$ cat src/rtl/stencil3x3_stream_filter.sv
// Streaming 3x3 kernel filter over raster-order packed pixel words with valid/ready flow control.
// Two line buffers feed a 3x3-word window; a multiply / row-sum / total-clamp pipeline follows.
module stencil3x3_stream_filter #(
  parameter int PIX_W   = 8,
  parameter int PPW     = 2,
  parameter int FRAME_W = 128,
  parameter int FRAME_H = 128,
  parameter int ACC_W   = PIX_W + 6
) (
  input  logic                 clk,
  input  logic                 rst,
  input  logic [1:0]           mode,
  input  logic [PIX_W*PPW-1:0] s_data,
  input  logic                 s_valid,
  output logic                 s_ready,
  output logic [PIX_W*PPW-1:0] m_data,
  output logic                 m_valid,
  input  logic                 m_ready,
  output logic                 m_last,
  output logic                 busy
);
  localparam int DW     = PIX_W * PPW;
  localparam int WPL    = FRAME_W / PPW;
  localparam int NW     = WPL * FRAME_H;
  localparam int SLOT_W = $clog2(NW + WPL + 2);
  localparam int PTR_W  = $clog2(WPL);
  localparam int COL_W  = $clog2(WPL);
  localparam int ROW_W  = $clog2(FRAME_H);
  localparam int DL_W   = $clog2(WPL + 2);
  localparam logic signed [ACC_W-1:0] PIX_MAX = ACC_W'((1 << PIX_W) - 1);

  // state | meaning
  // IDLE  | waiting for the first word of a frame
  // RUN   | accepting frame words
  // DRAIN | injecting zero slots to flush the window, then waiting for m_last
  localparam logic [1:0] S_IDLE = 2'd0, S_RUN = 2'd1, S_DRAIN = 2'd2;

  logic [1:0]        state, mode_q;
  logic [SLOT_W-1:0] slot_idx;
  logic [DL_W-1:0]   drain_left;
  logic [COL_W-1:0]  oc_col;
  logic [ROW_W-1:0]  oc_row;
  logic [PTR_W-1:0]  lb_ptr;
  logic [DW-1:0]     lb1 [WPL];
  logic [DW-1:0]     lb2 [WPL];
  logic [DW-1:0]     win [3][3];
  logic [3*DW-1:0]   rowcat [3];
  logic              adv, acc, drain_slot, slot, formed;
  logic [DW-1:0]     slot_data;
  logic              w_v, w_last;
  logic [PPW-1:0]    w_bord, bord_nxt;

  logic signed [ACC_W-1:0] prod_nxt [PPW][3][3];
  logic signed [ACC_W-1:0] s1_prod [PPW][3][3];
  logic signed [ACC_W-1:0] s2_row [PPW][3];
  logic signed [ACC_W-1:0] tot [PPW];
  logic signed [ACC_W-1:0] norm [PPW];
  logic [PIX_W-1:0]        ctr_nxt [PPW];
  logic [PIX_W-1:0]        s1_ctr [PPW];
  logic [PIX_W-1:0]        s2_ctr [PPW];
  logic [PIX_W-1:0]        res [PPW];
  logic [PPW-1:0]          s1_bord, s2_bord;
  logic                    s1_v, s2_v, s1_last, s2_last;
  logic [DW-1:0]           data_nxt;

  assign adv        = !m_valid || m_ready;
  assign s_ready    = !rst && adv && (state != S_DRAIN);
  assign acc        = s_valid && s_ready;
  assign drain_slot = (state == S_DRAIN) && adv && (drain_left != '0);
  assign slot       = acc || drain_slot;
  assign slot_data  = acc ? s_data : '0;
  assign formed     = slot && (state != S_IDLE) && (slot_idx >= SLOT_W'(WPL + 1));
  assign busy       = (state != S_IDLE);

  function automatic logic signed [ACC_W-1:0] coef(input logic [1:0] m, input int r, input int c);
    logic ctr, adj;
    ctr = (r == 1) && (c == 1);
    adj = (r == 1) != (c == 1);
    case (m)
      2'd1:    coef = ctr ? ACC_W'(8) : ACC_W'(-1);
      2'd2:    coef = ctr ? ACC_W'(4) : (adj ? ACC_W'(2) : ACC_W'(1));
      2'd3:    coef = ctr ? ACC_W'(5) : (adj ? ACC_W'(-1) : ACC_W'(0));
      default: coef = '0;
    endcase
  endfunction

  always_ff @(posedge clk) begin
    if (rst) begin
      state      <= S_IDLE;
      mode_q     <= '0;
      slot_idx   <= '0;
      drain_left <= '0;
      oc_col     <= '0;
      oc_row     <= '0;
    end else begin
      if (slot) slot_idx <= (state == S_IDLE) ? SLOT_W'(1) : slot_idx + SLOT_W'(1);
      if (formed) begin
        if (oc_col == COL_W'(WPL - 1)) begin
          oc_col <= '0;
          oc_row <= oc_row + ROW_W'(1);
        end else begin
          oc_col <= oc_col + COL_W'(1);
        end
      end
      case (state)
        S_IDLE: if (acc) begin
          mode_q <= mode;
          oc_col <= '0;
          oc_row <= '0;
          state  <= S_RUN;
        end
        S_RUN: if (acc && slot_idx == SLOT_W'(NW - 1)) begin
          state      <= S_DRAIN;
          drain_left <= DL_W'(WPL + 1);
        end
        S_DRAIN: begin
          if (drain_slot) drain_left <= drain_left - DL_W'(1);
          if (m_valid && m_ready && m_last) state <= S_IDLE;
        end
        default: state <= S_IDLE;
      endcase
    end
  end

  // Line buffers delay by one line each; the window holds prev/cur/next words of three rows.
  always_ff @(posedge clk) begin
    if (rst) begin
      lb_ptr <= '0;
      for (int i = 0; i < WPL; i++) begin
        lb1[i] <= '0;
        lb2[i] <= '0;
      end
      for (int r = 0; r < 3; r++)
        for (int w = 0; w < 3; w++) win[r][w] <= '0;
    end else if (slot) begin
      lb1[lb_ptr] <= slot_data;
      lb2[lb_ptr] <= lb1[lb_ptr];
      lb_ptr      <= (lb_ptr == PTR_W'(WPL - 1)) ? '0 : lb_ptr + PTR_W'(1);
      for (int r = 0; r < 3; r++) begin
        win[r][0] <= win[r][1];
        win[r][1] <= win[r][2];
      end
      win[0][2] <= lb2[lb_ptr];
      win[1][2] <= lb1[lb_ptr];
      win[2][2] <= slot_data;
    end
  end

  always_comb begin
    bord_nxt = '0;
    for (int p = 0; p < PPW; p++)
      bord_nxt[p] = (oc_row == '0) || (oc_row == ROW_W'(FRAME_H - 1)) ||
                    (p == 0 && oc_col == '0) || (p == PPW - 1 && oc_col == COL_W'(WPL - 1));
  end

  always_comb begin
    for (int r = 0; r < 3; r++) rowcat[r] = {win[r][0], win[r][1], win[r][2]};
    for (int p = 0; p < PPW; p++) begin
      ctr_nxt[p] = win[1][1][DW-1-p*PIX_W -: PIX_W];
      for (int r = 0; r < 3; r++)
        for (int c = 0; c < 3; c++)
          prod_nxt[p][r][c] = coef(mode_q, r, c) *
                              $signed(ACC_W'(rowcat[r][3*DW-1-(PPW+p+c-1)*PIX_W -: PIX_W]));
    end
  end

  always_comb begin
    data_nxt = '0;
    for (int p = 0; p < PPW; p++) begin
      tot[p]  = s2_row[p][0] + s2_row[p][1] + s2_row[p][2];
      norm[p] = (mode_q == 2'd2) ? ($signed(tot[p] + ACC_W'(8)) >>> 4) : tot[p];
      if (s2_bord[p] || mode_q == 2'd0) res[p] = s2_ctr[p];
      else if (norm[p][ACC_W-1])        res[p] = '0;
      else if (norm[p] >= PIX_MAX)      res[p] = '1;
      else                              res[p] = norm[p][PIX_W-1:0];
      data_nxt[DW-1-p*PIX_W -: PIX_W] = res[p];
    end
  end

  always_ff @(posedge clk) begin
    if (rst) begin
      w_v     <= 1'b0;
      w_last  <= 1'b0;
      w_bord  <= '0;
      s1_v    <= 1'b0;
      s1_last <= 1'b0;
      s1_bord <= '0;
      s2_v    <= 1'b0;
      s2_last <= 1'b0;
      s2_bord <= '0;
      m_valid <= 1'b0;
      m_last  <= 1'b0;
      m_data  <= '0;
      for (int p = 0; p < PPW; p++) begin
        s1_ctr[p] <= '0;
        s2_ctr[p] <= '0;
        for (int r = 0; r < 3; r++) begin
          s2_row[p][r] <= '0;
          for (int c = 0; c < 3; c++) s1_prod[p][r][c] <= '0;
        end
      end
    end else if (adv) begin
      w_v <= formed;
      if (formed) begin
        w_last <= (oc_col == COL_W'(WPL - 1)) && (oc_row == ROW_W'(FRAME_H - 1));
        w_bord <= bord_nxt;
      end
      s1_v    <= w_v;
      s1_last <= w_last;
      s1_bord <= w_bord;
      s2_v    <= s1_v;
      s2_last <= s1_last;
      s2_bord <= s1_bord;
      m_valid <= s2_v;
      m_last  <= s2_v && s2_last;
      if (s2_v) m_data <= data_nxt;
      for (int p = 0; p < PPW; p++) begin
        s1_ctr[p] <= ctr_nxt[p];
        s2_ctr[p] <= s1_ctr[p];
        for (int r = 0; r < 3; r++) begin
          s2_row[p][r] <= s1_prod[p][r][0] + s1_prod[p][r][1] + s1_prod[p][r][2];
          for (int c = 0; c < 3; c++) s1_prod[p][r][c] <= prod_nxt[p][r][c];
        end
      end
    end
  end

endmodule

$ cat config.mk
export PLATFORM = sky130hd
export DESIGN_NAME = stencil3x3_stream_filter
export DESIGN_NICKNAME = d
export VERILOG_FILES = /design/src/rtl/stencil3x3_stream_filter.sv
export SDC_FILE = /design/constraint.sdc
export NUM_CORES = 2
export LEC_CHECK = 0
export ABC_AREA = 1
export BUFFER_PORTS_ARGS = -buffer_cell sky130_fd_sc_hd__buf_2
export CORE_MARGIN = 4
export CORE_UTILIZATION = 55
export CTS_BUF_LIST = sky130_fd_sc_hd__clkbuf_4 sky130_fd_sc_hd__clkbuf_8
export CTS_CLUSTER_DIAMETER = 80
export DETAILED_ROUTE_END_ITERATION = 7
export GPL_ROUTABILITY_DRIVEN = 0
export PLACE_DENSITY = 0.7
export SLEW_MARGIN = 0
export SYNTH_ARGS = -nofsm -noshare
export SYNTH_HDL_FRONTEND = slang
export SYNTH_SLANG_ARGS = --single-unit
$ cat constraint.sdc
create_clock -name clk -period 10.9 [get_ports clk]
set_input_delay 0.545 -clock clk [delete_from_list [all_inputs] [get_ports clk]]
set_output_delay 0.545 -clock clk [all_outputs]
set_load 0.05 [all_outputs]
==> summary.md <==
| Metric | Value |
|---|---|
| Outcome | finished with violations |
| Failing checks | DRC, capacitance limit, slew limit |
| Skew-Pair Late Insertion Delay | between 1000 and 1500 ps |
| Bufs and invs on worst path | 8 |
| Effective utilization at floorplan | 0.554 |
| Ys async rst share | 0 |
| Max stage delay on crit path | ~760 ps |
| Hold Crit Class | input port to flip-flop |
| Simple-Gate Fraction of Synth Area | 0.139 |
| CTS tree | done |
| CP endpoint | s1_prod[1][111]$_SDFFCE_PN0P_ |
| Post-synthesis sequential area ratio | 0.557 |
| I/O pins | 42 |
| Area after DPL | approximately 0.14 mm² |
| Die Area | 0.262 mm² |
| Total wire length | between 400,000 and 500,000 µm |
| Placed Instances | about 17,000 |
| Worst-path clk slew | roughly 70 ps |
| Worst-path fanout max | around 80 |
| Worst path top cell family by delay | adder cells |
| Critical Path Start | mode_q[1]$_SDFFE_PP0P_ |
| Reg2Reg Capture Point | s1_prod[1][111]$_SDFFCE_PN0P_ |
| Crit path DAT | between 7000 and 8000 ps |
| EDFF count, synth | 2,534 |
| RSZ-0062 raised after global routing | false |
| R2R cell count | 28 |
| CTS Buffer Depth | 4 |
| Worst EP required | 11,750 ps |
| Final Core Density | 0.598 |
| Drt first pass iters | 8 |
| WS Path Type | flip-flop to flip-flop |
| Syn Std Cell Area | about 0.14 mm² |
| Synth Area in Adders | 0.125 |
| Post-synthesis mux area share | 0.0000718 |
| Avg Inst Size Synth | 9.97 µm² |
| DRC marker count from the first detailed-route iteration | 14,200 |
| Syn_nets | around 15,000 |
| Largest family of logic cells by synthesized area | simple AND/OR/NAND/NOR gates |
| Remaining antenna violation count after routing | 0 |
| Final Hold Viols | 0 |
| First-pass GRT wire length | a little over 600,000 µm |
| Leak pwr | about 62 nW |
| Grt ovf | 0 |
| Vias/cell | approximately 6 |
| FMAX | 143 MHz |
| Final setup fails | 0 |
| Clk_skew | ~140 ps |
| Pwr Total | 0.0262 W |
| Wire length per cell | between 20 and 25 µm |
| Antenna violations before repair | 9 |
| Compound-cell area share of the yosys netlist | 0.107 |
| Residual DRC | 1 |
| Slowest stage cell, crit path | fa_1 |
| Setup TNS | 0 ps |
| PortBufs | 41 |
| Worst-margin pin slew | approximately 1500 ps |
| Slew margin rel. | -0.00495 |
| Number of global-route vias before repair | 101,000 |
| Crit end category | flip-flop |
| Max-Cap Viols | 2 |
| Layout fillers | between 20,000 and 25,000 |
| Standard-cell rows | around 180 |
| Flops & latches, synth | 2,614 |
| Ys flop type | edfxtp_1 |
| CTS Sinks | between 2,000 and 3,000 |
| CTS H-tree depth | 5 |
| XOR/XNOR Fraction of Synth Area | 0.00251 |
| Die width | slightly above 500 µm |
| Num CTS Buffers | roughly 440 |
| Peak supply drop | between 100 and 150 µV |
| Fin. max-slew vios | 1 |
| DR vias | 105,000 |
| Core Region | between 0.2 and 0.3 mm² |
| Layout cell share with drive strength beyond 1 | 0.0711 |
| Design Area, Final | between 0.15 and 0.2 mm² |
| Worst setup SP type | flip-flop |
| Hpwl dp | around 260,000 µm |
| Total Routing Usage GR | 0.310 |
| Pin count of the biggest net entering global routing | 207 |
| Post-synthesis cell type count | between 50 and 60 |
| Die Y | 511 µm |
| Final net count | about 15,000 |
| R2r setup slk | just under 4000 ps |
| Pwr/cell area | ~170 mW/mm² |
| Critical Path Stages | 28 |
| Reg2reg start | mode_q[1]$_SDFFE_PP0P_ |
| Syn. warnings | 0 |
| Final Critical Period | between 6000 and 7000 ps |
| Non-filler cells, final | ~17,000 |
| Period Utilization, post-route | 0.640 |
| Mapped Cells | 14,000 |
| Cell mode on critical path | inv_1 |
| # resized after CTS | 0 |
| Area delta synth->final | 7.90% |
| Clk Tree Root Cell | clkbuf_8 |
| Hold depth | 3 |
## power by group
part	switching (W)	internal (W)	total [W]
Combinational	0.00422	0.00164	0.00586
Clock	0.00396	0.00440	0.00837
Sequential	0.000313	0.0116	0.0120
## logic make-up after synthesis
logic type / after synthesis
muxes: 1
DFF: 2614
adders and majority gates: 1085
xor gates and xnor gates: 40
buffers and inverters: 2490
and+or+nand+nor: 5049
AOI/OAI and AO/OA: 2698
## Yosys cell counts, types with 14 or more instances
library cell,n,area share
a21oi_1,372,0.013
a31oi_1,18,0.00081
buf_1,56,0.0015
buf_2,195,0.0070
clkbuf_1,709,0.019
dfxtp_1,80,0.011
edfxtp_1,2534,0.55
fa_1,506,0.073
ha_1,579,0.052
inv_1,1510,0.041
nand2_1,803,0.022
nand3_1,134,0.0048
nand4_1,14,0.00063
nor2_1,3989,0.11
nor3_1,75,0.0027
o21a_1,21,0.0011
o21ai_0,1558,0.056
o21bai_1,34,0.0018
o221ai_1,53,0.0033
o22ai_1,555,0.025
o32ai_1,24,0.0015
xnor2_1,16,0.0010
xor2_1,24,0.0015
## layout make-up
class | count | area (µm²) | share of cell area
sequential | 2614 | 77700 | 0.517
multi-input combinational | 8873 | 52300 | 0.348
clock buffer | 589 | 7210 | 0.0480
inverter | 1516 | 5720 | 0.0381
tap | 3348 | 4190 | 0.0279
timing repair buffer | 280 | 2240 | 0.0149
clock inverter | 170 | 920 | 0.00612
antenna | 14 | 35.0 | 0.000233
## flip-flops by register name (all words and copies together) (netlist names), 6 cells and up, named ones only
name	flops
oc_col	6
lb_ptr	6
s1_ctr	16
drain_left	7
lb2	1024
lb1	1024
s1_prod	250
win	120
s2_row	84
oc_row	7
s2_ctr	16
m_data	16
slot_idx	14
## per-layer routing
metal | part of all wire | track usage | vias up
li1 | - | - | 46300
met3 | 0.12 | 0.0753 | 1258
met2 | 0.45 | 0.475 | 6652
met1 | 0.36 | 0.407 | 50300
met5 | 0.00034 | 0 | -
met4 | 0.065 | 0.174 | 6
## how the worst min path moves through the flow
| stage | start | endpoint | slack, ps |
|---|---|---|---|
| after floorplan | w_bord[0]$_SDFFE_PP0P_ | s1_bord[0]$_SDFFE_PP0P_ | 420 |
| after global placement | w_bord[0]$_SDFFE_PP0P_ | s1_bord[0]$_SDFFE_PP0P_ | 450 |
| after detailed placement | w_bord[0]$_SDFFE_PP0P_ | s1_bord[0]$_SDFFE_PP0P_ | 460 |
| after CTS | s_data[5] | lb1[10][5]$_SDFFCE_PN0P_ | 40 |
| after global routing | s_data[0] | lb1[33][0]$_SDFFCE_PN0P_ | 90 |
| final | s_data[5] | lb1[11][5]$_SDFFCE_PN0P_ | 100 |
## per-stage QoR
| stage | setup slack [ps] | hold WS, ps |
|---|---|---|
| after floorplan | 1150 | 423 |
| after global placement | 3600 | 445 |
| after detailed placement | 3840 | 464 |
| after CTS | 3990 | 35.5 |
| after global routing | 3450 | 90.2 |
| final | 3920 | 102 |
## cells in the final DEF (no fill, tap or decap), drive strengths merged, types with 53 or more instances in the layout
| cell type | instances |
|---|---|
| a21oi | 372 |
| ha | 579 |
| o21ai | 1560 |
| nor3 | 76 |
| clkbuf | 589 |
| buf | 268 |
| o221ai | 53 |
| inv | 1522 |
| fa | 506 |
| dfxtp | 80 |
| nor2 | 3994 |
| o22ai | 555 |
| nand3 | 134 |
| nand2 | 803 |
| edfxtp | 2534 |
| clkinv | 153 |
## timing repair
action | CTS | global route
buffers inserted | 0 | 0
endpoints found under the hold margin | 107 | 0
hold buffers | 12 | 0
## worst min-delay path: stages
cell	delay, ps
buf_2	100
nand2_4	270
nor2_1	190
(Power assumes the default switching activity.)
